**config.mk**
```make
export PLATFORM = sky130hd
export DESIGN_NAME = maroc_sc_loader
export DESIGN_NICKNAME = d
export VERILOG_FILES = /design/src/rtl/maroc_sc_loader.sv
export SDC_FILE = /design/constraint.sdc
export NUM_CORES = 1
export LEC_CHECK = 0
export BUFFER_PORTS_ARGS = -buffer_cell sky130_fd_sc_hd__clkbuf_2
export CORE_AREA = 2 2 331 333
export CTS_BUF_LIST = sky130_fd_sc_hd__clkbuf_16
export DETAILED_ROUTE_END_ITERATION = 10
export DIE_AREA = 0 0 333 335
export GPL_TIMING_DRIVEN = 0
export HOLD_SLACK_MARGIN = 0.06
export SLEW_MARGIN = 5
export SYNTH_ARGS = -nofsm -noshare
export SYNTH_HDL_FRONTEND = slang
export SYNTH_SLANG_ARGS = --single-unit
```
**constraint.sdc**
```tcl
create_clock -name clk -period 54.3 [get_ports clk]
set_input_delay 16.29 -clock clk [delete_from_list [all_inputs] [get_ports clk]]
set_output_delay 16.29 -clock clk [all_outputs]
set_load 0.01 [all_outputs]
```
**src/rtl/maroc_sc_loader.sv**
```systemverilog
// rtl/maroc_sc_loader.sv - MAROC slow-control loader: byte stream to 829-bit frame, then load/shift/done sequencing
module maroc_sc_loader #(
  parameter int FRAME_BITS = 829,
  parameter int NBYTES     = 104
) (
  input  logic                  clk,
  input  logic                  rst,
  input  logic [7:0]            s_data,
  input  logic                  s_valid,
  input  logic                  s_last,
  output logic                  s_ready,
  input  logic                  abort,
  output logic [FRAME_BITS-1:0] frame,
  output logic                  load,
  output logic                  shift_en,
  output logic                  busy,
  output logic                  done,
  output logic                  err_len
);

  localparam logic [2:0] ST_RECV    = 3'd0;
  localparam logic [2:0] ST_DISCARD = 3'd1;
  localparam logic [2:0] ST_LOAD    = 3'd2;
  localparam logic [2:0] ST_SHIFT   = 3'd3;
  localparam logic [2:0] ST_DONE    = 3'd4;

  // Only the low LAST_BITS of the final byte land in the frame.
  localparam int         LAST_BITS = FRAME_BITS - 8 * (NBYTES - 1);
  localparam logic [6:0] BCNT_MAX  = 7'(NBYTES - 1);
  localparam logic [9:0] SCNT_MAX  = 10'(FRAME_BITS - 1);

  logic [2:0]            state_q, state_d;
  logic [6:0]            bcnt_q, bcnt_d;
  logic [9:0]            scnt_q, scnt_d;
  logic [FRAME_BITS-1:0] frame_q, frame_d;
  logic                  load_q, load_d;
  logic                  shift_en_q, shift_en_d;
  logic                  busy_q, busy_d;
  logic                  done_q, done_d;
  logic                  err_len_q, err_len_d;
  logic                  accept;

  assign s_ready = (state_q == ST_RECV) || (state_q == ST_DISCARD);
  assign accept  = s_valid && s_ready;

  always_comb begin
    state_d   = state_q;
    bcnt_d    = bcnt_q;
    scnt_d    = scnt_q;
    frame_d   = frame_q;
    err_len_d = 1'b0;
    case (state_q)
      ST_RECV: begin
        if (accept) begin
          for (int k = 0; k < NBYTES - 1; k++) begin
            if (bcnt_q == 7'(k)) frame_d[8*k +: 8] = s_data;
          end
          if (bcnt_q == BCNT_MAX) begin
            frame_d[FRAME_BITS-1 -: LAST_BITS] = s_data[LAST_BITS-1:0];
            bcnt_d = '0;
            if (s_last) begin
              state_d = ST_LOAD;
            end else begin
              err_len_d = 1'b1;
              state_d   = ST_DISCARD;
            end
          end else if (s_last) begin
            err_len_d = 1'b1;
            bcnt_d    = '0;
          end else begin
            bcnt_d = bcnt_q + 7'd1;
          end
        end
      end
      ST_DISCARD: begin
        if (accept && s_last) state_d = ST_RECV;
      end
      ST_LOAD: begin
        state_d = ST_SHIFT;
        scnt_d  = '0;
      end
      ST_SHIFT: begin
        if (scnt_q == SCNT_MAX) begin
          state_d = ST_DONE;
          scnt_d  = '0;
        end else begin
          scnt_d = scnt_q + 10'd1;
        end
      end
      ST_DONE: state_d = ST_RECV;
      default: state_d = ST_RECV;
    endcase

    // Abort wins over everything, including a byte accepted on the same edge.
    if (abort) begin
      state_d   = ST_RECV;
      bcnt_d    = '0;
      scnt_d    = '0;
      frame_d   = frame_q;
      err_len_d = 1'b0;
    end

    load_d     = (state_d == ST_LOAD);
    shift_en_d = (state_d == ST_SHIFT);
    done_d     = (state_d == ST_DONE);
    busy_d     = load_d || shift_en_d || done_d;
  end

  always_ff @(posedge clk or posedge rst) begin
    if (rst) begin
      state_q    <= ST_RECV;
      bcnt_q     <= '0;
      scnt_q     <= '0;
      frame_q    <= '0;
      load_q     <= 1'b0;
      shift_en_q <= 1'b0;
      busy_q     <= 1'b0;
      done_q     <= 1'b0;
      err_len_q  <= 1'b0;
    end else begin
      state_q    <= state_d;
      bcnt_q     <= bcnt_d;
      scnt_q     <= scnt_d;
      frame_q    <= frame_d;
      load_q     <= load_d;
      shift_en_q <= shift_en_d;
      busy_q     <= busy_d;
      done_q     <= done_d;
      err_len_q  <= err_len_d;
    end
  end

  assign frame    = frame_q;
  assign load     = load_q;
  assign shift_en = shift_en_q;
  assign busy     = busy_q;
  assign done     = done_q;
  assign err_len  = err_len_q;

endmodule

```
==> results of run 1 <==
==> layer usage <==
| layer | global-route usage | vias up |
|---|---|---|
| li1 | - | 9124 |
| met1 | 0.258 | 10971 |
| met2 | 0.339 | 661 |
| met3 | 0.0533 | 155 |
| met4 | 0.0575 | 0 |
| met5 | 0 | - |
==> power groups by stage <==
stage | clock network [W] | logic (W) | registers [W]
after floorplan | 0 | 0.0000347 | 0.000687
after global placement | 0 | 0.0000887 | 0.000679
after detailed placement | 0 | 0.0000915 | 0.000678
after CTS | 0.000615 | 0.0000916 | 0.000666
after global routing | 0.000643 | 0.0000960 | 0.000668
final | 0.000600 | 0.0000885 | 0.000666
==> logic make-up after synthesis <==
| group | Yosys count | synth area share |
|---|---|---|
| multiplexers | 829 | 0.283 |
| buffers and inverters | 130 | 0.0163 |
| XOR/XNOR | 11 | 0.00291 |
| AO/OA/AOI/OAI | 30 | 0.00605 |
| adder cells (fa/ha/maj) | 6 | 0.00227 |
| flip-flops | 854 | 0.646 |
| AND/OR/NAND/NOR | 189 | 0.0429 |
==> state kept, by name, summed over array words and instances (netlist names) <==
signal	cells
frame	829
load	1
state_q	3
done	1
shift_en	1
err_len	1
scnt_q	10
bcnt_q	7
busy	1
==> final cells by class <==
class	instances	area (µm²)	area share
Tap cell	1414	1770	0.0419
Sequential cell	854	21400	0.507
Buffer	121	517	0.0122
Clock inverter	71	478	0.0113
Antenna cell	1	2.50	0.0000593
Inverter	9	41.3	0.000979
Timing Repair Buffer	850	4460	0.106
Clock buffer	95	2380	0.0563
Multi-Input combinational cell	1065	11200	0.265
==> worst reg2reg max path: stages (launching register included) <==
cell and delay [ps]:
dfrtp_1 370, buf_1 410, nor2b_1 330, nand4_1 550, nor2_1 1060, mux2_2 430
==> through the flow <==
stage / cells / worst slack (ps) / hold slack (ps) / total power [W] / util
floorplan: 2049 / 14010 / 519 / 0.000722 / -
global placement: 4302 / 3780 / 469 / 0.000767 / 0.361
detailed placement: 4313 / 35020 / 476 / 0.000769 / 0.364
CTS: 4479 / 35770 / 489 / 0.00137 / 0.390
global route: 4479 / 35640 / 503 / 0.00141 / 0.390
finish: 4480 / 35720 / 485 / 0.00135 / 0.390
==> worst min-delay path by stage <==
stage	from	slack (ps)	to
6_report	frame[107]$_DFFE_PP0P_	490	frame[107]$_DFFE_PP0P_
5_1_grt	frame[131]$_DFFE_PP0P_	500	frame[131]$_DFFE_PP0P_
4_1_cts	frame[107]$_DFFE_PP0P_	490	frame[107]$_DFFE_PP0P_
3_5_place_dp	frame[107]$_DFFE_PP0P_	480	frame[107]$_DFFE_PP0P_
3_3_place_gp	frame[560]$_DFFE_PP0P_	470	frame[560]$_DFFE_PP0P_
2_1_floorplan	scnt_q[4]$_DFFE_PP0P_	520	scnt_q[4]$_DFFE_PP0P_
==> cells in the final DEF, fill, tap and decap left out, drive strengths merged, types with 3 or more instances in the layout <==
cell type and n:
a21oi 6, dfrtp 854, clkinv 35, nor2b 4
inv 40, or3b 3, nor4 3, nand3 12
buf 35, xor2 6, nand3b 6, bufinv 4
or3 8, xnor2 5, nand4 5, nor2 120
o2111ai 3, nand2 16, mux2 829, ha 6
clkbuf 1031, nor3 4, a211oi 4, o21ai 7
==> synth_stat cells, types with 4 or more instances <==
master      n
xnor2_1     5
o21ai_0     6
nand4_1     5
mux2_1      8
nand3b_1    6
buf_2       7
mux2_2    813
mux2_4      8
buf_4       5
nor2_4     45
dfrtp_1   854
clkbuf_1   97
a21oi_1     6
ha_1        6
inv_1       9
nor2_8     10
buf_1      10
or3_1       8
nor3_1      4
nor2b_1     4
nor2_2     20
a211oi_1    4
nand3_1    11
xor2_1      6
nor2_1     45
nand2_1    16
==> impl_results.md, run 1 <==
- Via density: 4.67
- Crit share post-route: 0.342
- Worst Path Required: 54830 ps
- Worst skew pair latency: 660 ps
- Synth Instances: 2049
- Final TNS setup: 0 ps
- Nets: 3013
- Die Y-Extent: 335 µm
- Via Count: 20911
- Largest area contributor in the netlist: dfrtp_1
- Clock root buffer: clkbuf_16
- Boundary Pins: 848
- Initial Utilization: 0.306
- Crit path cell chain: clkbuf_2 > inv_1 > clkbuf_1 > nand4_1 > nor2_1 > mux2_2
- M1 WL: 48.6 mm
- LEAKAGE: 22.1 nW
- Worst Setup SP: abort
- Post-synthesis sequential area ratio: 0.646
- Netlist cell types: 49
- Pin count of the biggest net entering global routing: 121
- Critical path class: primary input to register
- Seq pwr share: 0.492
- EDFF count, synth: 0
- # rows: 121
- PwrDens: 32.1 nW/µm²
- Number of iterations in the first detailed-routing pass: 5
- Syn-to-layout area delta: 27.6%
- Post-layout instance area: 42200 µm²
- Ranking of synthesized cells by area: dfrtp_1, mux2_2, nor2_4, clkbuf_1, nor2_8
- Maximum clock rate: 0.0538 GHz
- Reg-to-reg endpoint: frame[705]$_DFFE_PP0P_
- DRC errors left: 0
- GRT Total Usage: 0.202
- Reg2reg path depth: 5
- Clock H-tree levels: 3
- Worst slew pin tran: 1350 ps
- Die area: 112000 µm²
- Clock Skew: 27.7 ps
- Number of post-CTS setup repair buffers: 0
- Startpoint types: primary input
- Slew margin rel.: 0.0975
- Crit path time final: 18580 ps
- CP top delay family: simple AND/OR/NAND/NOR gates
- Worst setup endpoint: frame[257]$_DFFE_PP0P_
- Wirelength, routed: 115 mm
- Met3 wire length: 7.23 mm
- Top cell type's share of synthesized area: 0.646
- Hold WC Path Type: register to register
- CTS tree: built
- Hold_buf cts: 0
- Clock power frac: 0.443
- Post-DP HPWL: 83.9 mm
- R2R Setup Slk: 51010 ps
- Synth warnings: 0
- RePlAce Congestion: 0.789
- Ys async rst share: 1.00
- CTS resizes: 0
- Post-synthesis register bit count: 854
- Number of max-cap violations: 0
- Sw Share: 0.245
- Peak supply drop: 0.0000210 V
- Reg2Reg Launch Point: bcnt_q[3]$_DFFE_PP0P_
- Initial antenna violation count: 8
- Slowest-stage cell, CP: nor2_1
- Final ANT Viol Nets: 0
- Final hold vios: 0
- Met2 WL: 56.2 mm
- Post-Syn Area: 33100 µm²
- Port buffer count: 839
- Final number of setup-violating endpoints: 0
- Setup repair after global routing missed its margin: no
- CP endpoint kind: register
- First-pass GRT wire length: 164 mm
- Top FF cell, synth: dfrtp_1
- Synthesized net count: 2068
- Critical path buffer and inverter count: 3
- Run status: finished clean
- CP max FO: 10
- Switching Power: 0.000332 W
- Detailed-route wire length per cell: 25.7 µm
- CP max stage delay: 1140 ps
- FILL cells: 10421
- Total internal power: 0.00102 W
- GRT overflow: 0
- Share of cells above drive strength 1: 0.618
- Worst Hold Path Cells: 1
- Syn_area_per_cell: 16.1 µm²
- Gate power share: 0.065
- Iter 0 DRT Violations: 897
- Vias in the first global route: 21498
- Post-detailed-placement cell area: 39300 µm²
- Die width: 333 µm
- Inserted Clock Buffers: 93
- Fin. max-slew vios: 0
- CTS Buffer Depth: 3
- Critical path depth: 6
- Highest metal used: met4
- # clock sinks: 854
- Clock transition at the registers of the reported paths: 60 ps
- Core Area: 108000 µm²
- Worst EP arrival: 19120 ps
Note: power is estimated with default switching activity, not from simulation.
==> run 2, diff against run 1 <==
==> constraint.sdc (replaced) <==
create_clock -name clk -period 15.2 [get_ports clk]
set_input_delay 4.56 -clock clk [delete_from_list [all_inputs] [get_ports clk]]
set_output_delay 4.56 -clock clk [all_outputs]
set_load 0.01 [all_outputs]
==> impl_results.md, run 2 (synthesis results as in run 1) <==
- Run status: finished clean
- Worst slew pin tran: 1360 ps (+6.32 ps)
- Number of max-cap violations: 0 (unchanged)
- # clock sinks: 854 (unchanged)
- Die width: 333 µm (unchanged)
- Clock root buffer: clkbuf_16
- Number of post-CTS setup repair buffers: 0 (unchanged)
- First-pass GRT wire length: 164 mm (+0.33%)
- LEAKAGE: 22.2 nW (+0.51%)
- Peak supply drop: 0.000114 V (+440%)
- Sw Share: 0.245 (-0.000318)
- Setup repair after global routing missed its margin: no
- Total internal power: 0.00369 W (+260%)
- Share of cells above drive strength 1: 0.621 (+0.00296)
- CP endpoint kind: register
- Initial antenna violation count: 8 (unchanged)
- Wirelength, routed: 115 mm (+0.29%)
- RePlAce Congestion: 0.772 (-2.2%)
- Power Total: 0.00488 W (+260%)
- Switching Power: 0.00120 W (+260%)
- Reg-to-reg endpoint: frame[794]$_DFFE_PP0P_
- Nets: 3030 (+0.56%)
- DRC errors left: 0 (unchanged)
- Max reg flops: 829 (unchanged)
- Clock H-tree levels: 3 (unchanged)
- Clock transition at the registers of the reported paths: 60 ps (about the same)
- Hold WC Path Type: register to register
- GRT overflow: 0 (unchanged)
- Most frequent cells in the layout: dfrtp_1, clkbuf_2, mux2_2, clkbuf_16, clkbuf_1
- Hold path start: frame[560]$_DFFE_PP0P_
- Gate power share: 0.067 (+0.002)
- Worst skew pair latency: 670 ps (about the same)
- Crit share post-route: 0.458
- Iter 0 DRT Violations: 863 (-3.8%)
- Maximum clock rate: 0.144 GHz
- Final hold vios: 0 (unchanged)
- Port buffer count: 839 (unchanged)
- Crit path time final: 6960 ps
- CTS Buffer Depth: 3 (unchanged)
- Pin count of the biggest net entering global routing: 41 (-66%)
- Reg2reg path depth: 6 (+1)
- Via Count: 21031 (+0.57%)
- Hold endpoint: frame[560]$_DFFE_PP0P_
- Final number of setup-violating endpoints: 0 (unchanged)
- Detailed-route wire length per cell: 25.7 µm (about the same)
- GRT Total Usage: 0.203 (+0.000855)
- Inserted Clock Buffers: 94 (+1.1%)
- PwrDens: 115 nW/µm² (+260%)
- Number of iterations in the first detailed-routing pass: 5 (unchanged)
- CTS tree: built
- Post-DP HPWL: 85.1 mm (+1.4%)
- R2R Setup Slk: 11750 ps (-39260 ps)
- Boundary Pins: 848 (unchanged)
- Slew margin rel.: 0.0933 (-0.00423)
- Worst Path Required: 15730 ps (-39100 ps)
- Core Area: 108000 µm² (unchanged)
- Seq pwr share: 0.487 (-0.005)
- Die Y-Extent: 335 µm (unchanged)
- Startpoint types: primary input
- Die area: 112000 µm² (unchanged)
- Syn-to-layout area delta: 28.5%
- Post-layout instance area: 42500 µm² (+0.74%)
- Final ANT Viol Nets: 0 (unchanged)
- Worst Hold Path Cells: 1 (unchanged)
- Fin. max-slew vios: 0 (unchanged)
- Reg2Reg Launch Point: state_q[1]$_DFF_PP0_
- Clock power frac: 0.446 (+0.003)
- Worst EP arrival: 7490 ps (-11630 ps)
- Vias in the first global route: 21694 (+0.91%)
- # rows: 121 (unchanged)
- Critical path class: primary input to register
- CP max FO: 10 (unchanged)
- CTS resizes: 0 (unchanged)
- Clock Skew: 30.9 ps (+3.27 ps)
- Hold_buf cts: 0 (unchanged)
- Initial Utilization: 0.306 (unchanged)
- Post-detailed-placement cell area: 39600 µm² (+0.66%)
- Via density: 4.68 (+0.19%)
- Commonest non-fill, non-tap cell in the layout: dfrtp_1
-- run 2: worst max path at each step --
stage	cells past startpoint	endpoint	start
6_report	6	frame[794]$_DFFE_PP0P_	s_valid
5_1_grt	6	frame[794]$_DFFE_PP0P_	abort
4_1_cts	6	frame[794]$_DFFE_PP0P_	abort
3_5_place_dp	6	frame[793]$_DFFE_PP0P_	abort
3_3_place_gp	2	frame[308]$_DFFE_PP0P_	rst
2_1_floorplan	1	bcnt_q[0]$_DFFE_PP0P_	rst
-- run 2: metrics by stage --
stage / cells / setup slack, ps / utilization / hold slack [ps] / setup TNS [ps]
finish: 4497 / 8240 / 0.393 / 486 / 0
global route: 4495 / 8060 / 0.393 / 499 / 0
CTS: 4495 / 8230 / 0.393 / 490 / 0
detailed placement: 4329 / 7520 / 0.366 / 476 / 0
global placement: 4302 / -6670 / 0.361 / 467 / -5497490
floorplan: 2049 / -1100 / - / 519 / -936030
-- run 2: power by group through the flow --
stage / combinational [W] / sequential, W / clock [W]
after global placement: 0.000318 / 0.00243 / 0
after CTS: 0.000336 / 0.00238 / 0.00223
final: 0.000326 / 0.00238 / 0.00218
after floorplan: 0.000124 / 0.00245 / 0
after detailed placement: 0.000335 / 0.00242 / 0
after global routing: 0.000353 / 0.00239 / 0.00233
-- run 2: cell type report --
| cell class | count | area (µm²) |
|---|---|---|
| fill | 10386 | 65600 |
| inverter | 9 | 37.5 |
| clock buffer | 94 | 2350 |
| clock inverter | 72 | 549 |
| buffer | 121 | 517 |
| sequential | 854 | 21400 |
| timing repair buffer | 866 | 4730 |
| tap | 1414 | 1770 |
| multi-input combinational | 1065 | 11200 |
| antenna | 2 | 5.00 |
-- run 2: critical path: stages --
cell and delay [ps]:
clkbuf_2 120, nor4b_1 260, buf_2 280, nand3_1 590, nor2_1 1250, mux2_2 420
-- run 2: routing by layer --
metal	vias to the layer above	share of wire	global-route usage
li1	9124	-	-
met1	11024	0.42	0.256
met2	691	0.48	0.331
met3	190	0.073	0.0611
met4	2	0.034	0.0710
met5	-	0.00011	0
